### src/rtl/hazard_ctrl_if.sv
// rtl/hazard_ctrl_if.sv - hazard controller pipeline-side signal bundle
interface hazard_ctrl_if;
  logic [4:0] id_rs;
  logic [4:0] id_rt;
  logic       id_use_rs;
  logic       id_use_rt;
  logic [4:0] ex_dst;
  logic       ex_regwr;
  logic       ex_memtoreg;
  logic       ex_br_taken;
  logic       ex_mul_start;
  logic       pc_wr;
  logic       ifid_wr;
  logic       ifid_clr;
  logic       idex_wr;
  logic       idex_clr;
  logic       exmem_clr;
  logic       busy;

  modport master (
    output id_rs, id_rt, id_use_rs, id_use_rt, ex_dst, ex_regwr, ex_memtoreg,
           ex_br_taken, ex_mul_start,
    input  pc_wr, ifid_wr, ifid_clr, idex_wr, idex_clr, exmem_clr, busy
  );

  modport slave (
    input  id_rs, id_rt, id_use_rs, id_use_rt, ex_dst, ex_regwr, ex_memtoreg,
           ex_br_taken, ex_mul_start,
    output pc_wr, ifid_wr, ifid_clr, idex_wr, idex_clr, exmem_clr, busy
  );
endinterface

### src/rtl/hazard_ctrl.sv
// rtl/hazard_ctrl.sv - load-use / branch / multiply hazard controller
// HAZARD_PERF_EN adds saturating stall_cnt and flush_cnt outputs.
module hazard_ctrl #(
  parameter int MUL_LAT = 4
) (
  input  logic         clk,
  input  logic         rst_n,
  hazard_ctrl_if.slave hz
`ifdef HAZARD_PERF_EN
  ,
  output logic [31:0]  stall_cnt,
  output logic [31:0]  flush_cnt
`endif
);

  localparam int CW = (MUL_LAT > 1) ? $clog2(MUL_LAT) : 1;
  localparam logic [CW-1:0] C_LOAD = CW'((MUL_LAT > 1) ? (MUL_LAT - 2) : 0);

  typedef enum logic {S_RUN, S_MUL} state_t;

  state_t        r_state, w_state_nxt;
  logic [CW-1:0] r_cnt, w_cnt_nxt;
  logic          w_load_use;
  logic          w_flush;
  logic          w_pc_wr, w_ifid_wr, w_ifid_clr, w_idex_wr, w_idex_clr, w_exmem_clr, w_busy;

  always_comb begin
    w_load_use = hz.ex_memtoreg && hz.ex_regwr && (hz.ex_dst != 5'd0) &&
                 ((hz.id_use_rs && (hz.id_rs == hz.ex_dst)) ||
                  (hz.id_use_rt && (hz.id_rt == hz.ex_dst)));
  end

  always_ff @(posedge clk) begin
    if (!rst_n) begin
      r_state <= S_RUN;
      r_cnt   <= '0;
    end else begin
      r_state <= w_state_nxt;
      r_cnt   <= w_cnt_nxt;
    end
  end

  always_comb begin
    w_state_nxt = r_state;
    w_cnt_nxt   = r_cnt;
    w_flush     = 1'b0;
    w_pc_wr     = 1'b1;
    w_ifid_wr   = 1'b1;
    w_ifid_clr  = 1'b0;
    w_idex_wr   = 1'b1;
    w_idex_clr  = 1'b0;
    w_exmem_clr = 1'b0;
    w_busy      = 1'b0;
    if (!rst_n) begin
      w_pc_wr     = 1'b0;
      w_ifid_wr   = 1'b0;
      w_idex_wr   = 1'b0;
      w_ifid_clr  = 1'b1;
      w_idex_clr  = 1'b1;
      w_exmem_clr = 1'b1;
    end else begin
      case (r_state)
        S_RUN: begin
          if (hz.ex_br_taken) begin
            w_ifid_clr = 1'b1;
            w_idex_clr = 1'b1;
            w_flush    = 1'b1;
          end else if (hz.ex_mul_start && (MUL_LAT > 1)) begin
            w_pc_wr     = 1'b0;
            w_ifid_wr   = 1'b0;
            w_idex_wr   = 1'b0;
            w_exmem_clr = 1'b1;
            w_state_nxt = S_MUL;
            w_cnt_nxt   = C_LOAD;
          end else if (w_load_use) begin
            w_pc_wr    = 1'b0;
            w_ifid_wr  = 1'b0;
            w_idex_clr = 1'b1;
          end
        end
        S_MUL: begin
          // cnt==0 is the release cycle: the multiply leaves EX at this edge
          w_busy = 1'b1;
          if (r_cnt != '0) begin
            w_pc_wr     = 1'b0;
            w_ifid_wr   = 1'b0;
            w_idex_wr   = 1'b0;
            w_exmem_clr = 1'b1;
            w_cnt_nxt   = r_cnt - 1'b1;
          end else begin
            w_state_nxt = S_RUN;
          end
        end
        default: w_state_nxt = S_RUN;
      endcase
    end
  end

  assign hz.pc_wr     = w_pc_wr;
  assign hz.ifid_wr   = w_ifid_wr;
  assign hz.ifid_clr  = w_ifid_clr;
  assign hz.idex_wr   = w_idex_wr;
  assign hz.idex_clr  = w_idex_clr;
  assign hz.exmem_clr = w_exmem_clr;
  assign hz.busy      = w_busy;

`ifdef HAZARD_PERF_EN
  logic [31:0] r_stall_cnt, r_flush_cnt;

  always_ff @(posedge clk) begin
    if (!rst_n) begin
      r_stall_cnt <= '0;
      r_flush_cnt <= '0;
    end else begin
      if (!w_pc_wr && (r_stall_cnt != 32'hFFFF_FFFF)) r_stall_cnt <= r_stall_cnt + 32'd1;
      if (w_flush && (r_flush_cnt != 32'hFFFF_FFFF)) r_flush_cnt <= r_flush_cnt + 32'd1;
    end
  end

  assign stall_cnt = r_stall_cnt;
  assign flush_cnt = r_flush_cnt;
`endif

endmodule

### src/flat_wrapper.sv
// flat-port wrapper written by rule: the top's interface ports become plain ports
module hazard_ctrl_flat 
#(
  parameter int MUL_LAT = 4
)
  (clk, rst_n, hz_id_rs, hz_id_rt, hz_id_use_rs, hz_id_use_rt, hz_ex_dst, hz_ex_regwr, hz_ex_memtoreg, hz_ex_br_taken, hz_ex_mul_start, hz_pc_wr, hz_ifid_wr, hz_ifid_clr, hz_idex_wr, hz_idex_clr, hz_exmem_clr, hz_busy);
  hazard_ctrl_if hz_i ();
  input  logic clk;
  input  logic rst_n;
  input wire logic [$bits(hz_i.id_rs)-1:0] hz_id_rs;
  input wire logic [$bits(hz_i.id_rt)-1:0] hz_id_rt;
  input wire logic [$bits(hz_i.id_use_rs)-1:0] hz_id_use_rs;
  input wire logic [$bits(hz_i.id_use_rt)-1:0] hz_id_use_rt;
  input wire logic [$bits(hz_i.ex_dst)-1:0] hz_ex_dst;
  input wire logic [$bits(hz_i.ex_regwr)-1:0] hz_ex_regwr;
  input wire logic [$bits(hz_i.ex_memtoreg)-1:0] hz_ex_memtoreg;
  input wire logic [$bits(hz_i.ex_br_taken)-1:0] hz_ex_br_taken;
  input wire logic [$bits(hz_i.ex_mul_start)-1:0] hz_ex_mul_start;
  output wire logic [$bits(hz_i.pc_wr)-1:0] hz_pc_wr;
  output wire logic [$bits(hz_i.ifid_wr)-1:0] hz_ifid_wr;
  output wire logic [$bits(hz_i.ifid_clr)-1:0] hz_ifid_clr;
  output wire logic [$bits(hz_i.idex_wr)-1:0] hz_idex_wr;
  output wire logic [$bits(hz_i.idex_clr)-1:0] hz_idex_clr;
  output wire logic [$bits(hz_i.exmem_clr)-1:0] hz_exmem_clr;
  output wire logic [$bits(hz_i.busy)-1:0] hz_busy;
  assign hz_i.id_rs = hz_id_rs;
  assign hz_i.id_rt = hz_id_rt;
  assign hz_i.id_use_rs = hz_id_use_rs;
  assign hz_i.id_use_rt = hz_id_use_rt;
  assign hz_i.ex_dst = hz_ex_dst;
  assign hz_i.ex_regwr = hz_ex_regwr;
  assign hz_i.ex_memtoreg = hz_ex_memtoreg;
  assign hz_i.ex_br_taken = hz_ex_br_taken;
  assign hz_i.ex_mul_start = hz_ex_mul_start;
  assign hz_pc_wr = hz_i.pc_wr;
  assign hz_ifid_wr = hz_i.ifid_wr;
  assign hz_ifid_clr = hz_i.ifid_clr;
  assign hz_idex_wr = hz_i.idex_wr;
  assign hz_idex_clr = hz_i.idex_clr;
  assign hz_exmem_clr = hz_i.exmem_clr;
  assign hz_busy = hz_i.busy;
  hazard_ctrl #(.MUL_LAT(MUL_LAT)) u_core (.clk(clk), .rst_n(rst_n), .hz(hz_i));
endmodule
### config.mk
export PLATFORM = sky130hd
export DESIGN_NAME = hazard_ctrl_flat
export DESIGN_NICKNAME = d
export VERILOG_FILES = /design/src/rtl/hazard_ctrl_if.sv /design/src/rtl/hazard_ctrl.sv /design/src/flat_wrapper.sv
export SDC_FILE = /design/constraint.sdc
export NUM_CORES = 1
export LEC_CHECK = 0
export CORE_AREA = 5 5 42 44
export DETAILED_ROUTE_END_ITERATION = 16
export DIE_AREA = 0 0 47 49
export GPL_TIMING_DRIVEN = 0
export MAX_ROUTING_LAYER = met4
export PLACE_DENSITY = 0.67
export SLEW_MARGIN = 15
export SYNTH_ARGS = -nofsm -noshare
export SYNTH_HDL_FRONTEND = slang
export SYNTH_SLANG_ARGS = --single-unit
### constraint.sdc
create_clock -name clk -period 4.14 [get_ports clk]
set_input_delay 0.828 -clock clk [delete_from_list [all_inputs] [get_ports clk]]
set_output_delay 0.828 -clock clk [all_outputs]
set_load 0.005 [all_outputs]
==> results of run 1 <==
## worst max-delay path: cells and delay by family
kind                   cells  cell delay, ps
AND/OR/NAND/NOR            3             740
AO/OA/AOI/OAI              1             190
buffers and inverters      3            1080
## final timing paths
| check | end | slack, ps | start |
|---|---|---|---|
| setup / recovery | hz_pc_wr | 460 | hz_ex_dst[1] |
| setup reg to reg | u_core.r_cnt[0] | 3030 | u_core.r_cnt[0] |
| hold reg to reg | u_core.r_cnt[1] | 470 | u_core.r_cnt[1] |
| hold / removal | u_core.r_cnt[1] | 470 | u_core.r_cnt[1] |
## through the flow
step / worst slack (ps) / hold WS, ps / power (W) / util
floorplan: 1450 / 438 / 0.0000521 / -
global placement: 449 / 452 / 0.0000875 / 0.449
detailed placement: 437 / 465 / 0.0000883 / 0.449
CTS: 437 / 471 / 0.000144 / 0.468
global route: 324 / 490 / 0.000152 / 0.468
finish: 461 / 466 / 0.000139 / 0.468
## cell usage after synthesis (all sizes together)
master  instances
nor3b           1
o21ai           1
a211oi          1
nand2           4
nor2            3
and3            2
ha              1
a21oi           3
a21o            1
and2            1
or4             1
nand4           2
inv             6
o22ai           1
nor4            2
dfxtp           3
buf             1
xnor2          10
## cells by family after synthesis
logic type      synth area share
simple gates               0.275
fa+ha+maj                 0.0392
xor+xnor                   0.274
flops                      0.188
buf+inv                   0.0941
compound gates             0.129
## power groups by stage
stage          Combinational [W]   Clock, W  Sequential, W
2_1_floorplan          0.0000201          0      0.0000320
3_3_place_gp           0.0000552          0      0.0000323
3_5_place_dp           0.0000560          0      0.0000323
4_1_cts                0.0000562  0.0000560      0.0000318
5_1_grt                0.0000607  0.0000594      0.0000320
6_report               0.0000553  0.0000524      0.0000318
## layer usage
metal	GRT usage	wire length [um]	vias to the layer above
met1	0.112	420	156
met5	-	0	-
met4	0.0415	0	0
met2	0.140	418	25
met3	0.0517	120	0
li1	-	-	214
## final cells by class
type | instances | share of cell area
clock buffers | 4 | 0.0401
repair buffers | 29 | 0.443
well taps | 16 | 0.0305
plain buffers | 1 | 0.0115
multi-input cells | 34 | 0.349
flip-flops and latches | 3 | 0.0916
inverters | 6 | 0.0344
## sequential cells by signal, summed over array words and instances, names as in the netlist
signal	flops
u_core.r_state	1
u_core.r_cnt	2
==> reports/metrics.yaml, run 1 <==
yosysWarnings: 0
rsz0062_at_grt: "false"
ys_seq_elements: 3
arrival_ps: 2850
post_cts_resized: 0
power_leakage_nw: 0.262
whs_path_depth: 2
port_buffers: 29
gp_congestion: 0.702
layout_min_cycle_time_ps: 3680
antenna_found_initial: 0
n_antenna_cell: 0
worstPathRequired_ps: 3310
syn_inst: 44
worst_pin_slew_ps: 334
num_rows: 14
clkSinkCount: 3
antenna_left: 0
synthDominantCellAreaShare: 0.275
cts-root-buf: "clkbuf_4"
syn_area_um2: 319
slew_violations: 0
start_util: 0.228
die_h_um: 49
dpl.hpwl_um: 866
fill_cells: 142
dr.pass1.iters: 3
path_cells: "clkdlybuf4s50_1, or4_1, nor2_2, nor4_1, a21oi_1, buf_4, clkdlybuf4s50_1"
crit_path_frequent_cell: "clkdlybuf4s50_1"
seqCellArea_um2: 60.1
yosys.area.top_type: "xnor2_1"
cts_hold_buf: 0
clkPwrFrac: 0.375
min_path_type: "register to register"
seqPwrFrac: 0.228
layout.nets: 102
seq_area_frac_synth: 0.188
cp-end-kind: "output port"
slowest_stage: "or4_1"
cts_tree: "yes"
core-area_mm2: 0.00140
share_comb_of_total_power: 0.397
status: "finished, final reports clean"
synthTopCellsByArea: "xnor2_1 27%, dfxtp_1 19%, inv_1 7.1%"
areaGrowthSynthToFinish_pct: 105
worst-setup-path-type: "primary input to output port"
postRouteWirelength_um: 959
die_area_mm2: 0.00230
drive_gt1_frac: 0.0649
post_cts_buffers: 0
grt_start_max_net_pins: 9
synth.distinct_cells: 19
intPower_w: 0.000104
route.detailed.drc: 0
critPathMaxStageDelay_ps: 560
fin_tns_setup_ps: 0
period_share: 0.889
clockBufferDepth: 2
wl_per_cell_um: 10.3
io_pins: 30
final_cells: 93
grt_overflow: 0
max_freq_mhz: 272
grt_first_pass_wirelength_um: 1590
syn-num-nets: 68
grt.total_usage: 0.0981
setup_viol: 0
syn_area_per_cell_um2: 7.25
hold_violations: 0
relSlewSlack: 0.777
vias_per_cell: 4.25
layout.cells.most_common: "clkdlybuf4s50_1"
drtIter0Drc: 1
fp.dieW_um: 47
maxCapViolations: 0
grt_pass1_vias: 411
switching_share: 0.253
numCtsBuffers: 3
crit_path_start_kind: "primary input"
reg2reg_depth: 6
clock_latency_ps: 240
placed_cells: 89
final_cell_mix: "29 x clkdlybuf4s50_1, 10 x xnor2_1, 6 x inv_1"
design_area_um2: 656
final.setup_skew_ps: 1.89
htreeDepth: 1
multi_input_area_um2: 229
switchingPower_w: 0.0000353
ir_worst_vdd_v: 0.0000822
powerDensity_mw_per_mm2: 213
num_vias: 395
place_area_um2: 629
critPathMaxFanout: 3
clkTransAtPathRegs_ps: 40
Power figures use the tool's default switching activity.
==> run 2: changes to the inputs <==
CAP_MARGIN = 20   (was unset)
MAX_ROUTING_LAYER = unset   (was met4)
==> run 2 against run 1 <==
Fmax hardly changed. Total power hardly changed. Core utilization stayed put. First-iteration DRC count stayed put. Wire length is 0.10% lower. Largest power group unchanged. Clock-buffer cell count stayed put. Hold slack stayed put. Critical path depth stayed put.
==> reports/metrics.yaml, run 2 (synthesis results as in run 1) <==
clkTransAtPathRegs_ps: 40  # about the same
clkPwrFrac: 0.376  # about the same
final_cell_mix: "29 x clkdlybuf4s50_1, 10 x xnor2_1, 6 x inv_1"
drtIter0Drc: 1  # unchanged
power_leakage_nw: 0.262  # unchanged
whs_path_depth: 2  # unchanged
fp.dieW_um: 47  # unchanged
largest_reg_flops: 2  # unchanged
start_util: 0.228  # unchanged
route.detailed.drc: 0  # unchanged
intPower_w: 0.000104  # about the same
fin_tns_setup_ps: 0  # unchanged
critPathMaxStageDelay_ps: 560  # about the same
final.setup_skew_ps: 1.89  # unchanged
clockBufferDepth: 2  # unchanged
antenna_left: 0  # unchanged
grt_first_pass_wirelength_um: 1590  # unchanged
critPathTopFamily: "buffers and inverters"
num_rows: 14  # unchanged
cp-end-kind: "output port"
worst-setup-path-type: "primary input to output port"
hold_violations: 0  # unchanged
fill_cells: 142  # unchanged
slowest_stage: "or4_1"
pre_cts_slack_ps: 437  # unchanged
worst_pin_slew_ps: 334  # unchanged
dr.pass1.iters: 3  # unchanged
seqCellArea_um2: 60.1  # unchanged
io_pins: 30  # unchanged
rsz0062_at_grt: "false"
cts_hold_buf: 0  # unchanged
relSlewSlack: 0.777  # unchanged
ir_worst_vdd_v: 0.0000822  # about the same
post_cts_resized: 0  # unchanged
grt_pass1_vias: 411  # unchanged
num_vias: 395  # unchanged
port_buffers: 29  # unchanged
crit_path_start_kind: "primary input"
worstPathRequired_ps: 3310  # about the same
cts_tree: "yes"
post_cts_buffers: 0  # unchanged
drive_gt1_frac: 0.0649  # unchanged
switchingPower_w: 0.0000353  # about the same
powerDensity_mw_per_mm2: 213  # about the same
min_path_type: "register to register"
reg2reg_slack_ps: 3030  # about the same
grt_start_max_net_pins: 9  # unchanged
cp.depth: 7  # unchanged
status: "finished, final reports clean"
postRouteWirelength_um: 958  # -0.10%
slew_violations: 0  # unchanged
share_comb_of_total_power: 0.397  # about the same
reg2reg_depth: 6  # unchanged
layout_setup_ws_ps: 464  # +3.05 ps
antenna_found_initial: 0  # unchanged
cp_num_buf_inv: 3  # unchanged
layout_min_cycle_time_ps: 3680  # -3.05 ps
power.total_w: 0.000139  # about the same
die_area_mm2: 0.00230  # unchanged
n_antenna_cell: 0  # unchanged
cts-root-buf: "clkbuf_4"
vias_per_cell: 4.25  # unchanged
htreeDepth: 1  # unchanged
largestRegisters: "u_core.r_cnt x2, u_core.r_state x1"
seqPwrFrac: 0.228  # about the same
grt.total_usage: 0.0956  # -0.00241
top_register: "u_core.r_cnt"
wl_per_cell_um: 10.3  # -0.10%
maxCapViolations: 0  # unchanged
period_share: 0.888  # about the same
setup_viol: 0  # unchanged
arrival_ps: 2850  # about the same
path_cells: "clkdlybuf4s50_1, or4_1, nor2_2, nor4_1, a21oi_1, buf_4, clkdlybuf4s50_1"
core-area_mm2: 0.00140  # unchanged
switching_share: 0.253  # about the same
areaGrowthSynthToFinish_pct: 105  # unchanged
clkSinkCount: 3  # unchanged
clock_latency_ps: 240  # about the same
layout.cells.most_common: "clkdlybuf4s50_1"
crit_path_frequent_cell: "clkdlybuf4s50_1"
multi_input_area_um2: 229  # unchanged
die_h_um: 49  # unchanged
layout.nets: 102  # unchanged
dpl.hpwl_um: 866  # unchanged
max_freq_mhz: 272  # about the same
numCtsBuffers: 3  # unchanged
critPathMaxFanout: 3  # unchanged
grt_overflow: 0  # unchanged
gp_congestion: 0.694  # -1.1%
-- run 2: routing by layer --
| metal | up-vias | GRT usage | routed length, um |
|---|---|---|---|
| met5 | - | 0 | 0 |
| met4 | 0 | 0.0415 | 0 |
| met3 | 0 | 0.0738 | 158 |
| met2 | 25 | 0.140 | 417 |
| met1 | 156 | 0.0985 | 381 |
| li1 | 214 | - | - |
-- run 2: layout make-up --
cell class / instances / share of cell area
buffer: 1 / 0.0115
clock buffer: 4 / 0.0401
inverter: 6 / 0.0344
timing repair buffer: 29 / 0.443
tap: 16 / 0.0305
sequential: 3 / 0.0916
multi-input combinational: 34 / 0.349
-- run 2: tightest hold or removal path, stage by stage (launching register included) --
cell and delay, ps:
dfxtp_1 290, inv_1 70, a211oi_1 60
-- run 2: path summary, 6_finish.rpt --
kind | endpoint | from
setup reg to reg | u_core.r_cnt[0] | u_core.r_cnt[0]
hold / removal | u_core.r_cnt[1] | u_core.r_cnt[1]
setup / recovery | hz_pc_wr | hz_ex_dst[1]
hold reg to reg | u_core.r_cnt[1] | u_core.r_cnt[1]
-- run 2: power by group through the flow --
stage / Clock [W] / Sequential (W) / Combinational (W)
2_1_floorplan: 0 / 0.0000320 / 0.0000201
3_3_place_gp: 0 / 0.0000323 / 0.0000552
3_5_place_dp: 0 / 0.0000323 / 0.0000560
4_1_cts: 0.0000560 / 0.0000318 / 0.0000562
5_1_grt: 0.0000594 / 0.0000320 / 0.0000608
6_report: 0.0000524 / 0.0000318 / 0.0000553
-- run 2: per-stage QoR --
stage          hold WS, ps  cells  area [um2]   util
2_1_floorplan          438     44         319      -
3_3_place_gp           452     89         629  0.449
3_5_place_dp           465     89         629  0.449
4_1_cts                471     93         656  0.468
5_1_grt                490     93         656  0.468
6_report               466     93         656  0.468
==> run 3: changes to the inputs <==
SKIP_CTS_REPAIR_TIMING = 1   (was unset)
==> results of run 3 <==
Same layout as run 2: the final DEF is identical, and so are final timing and power.
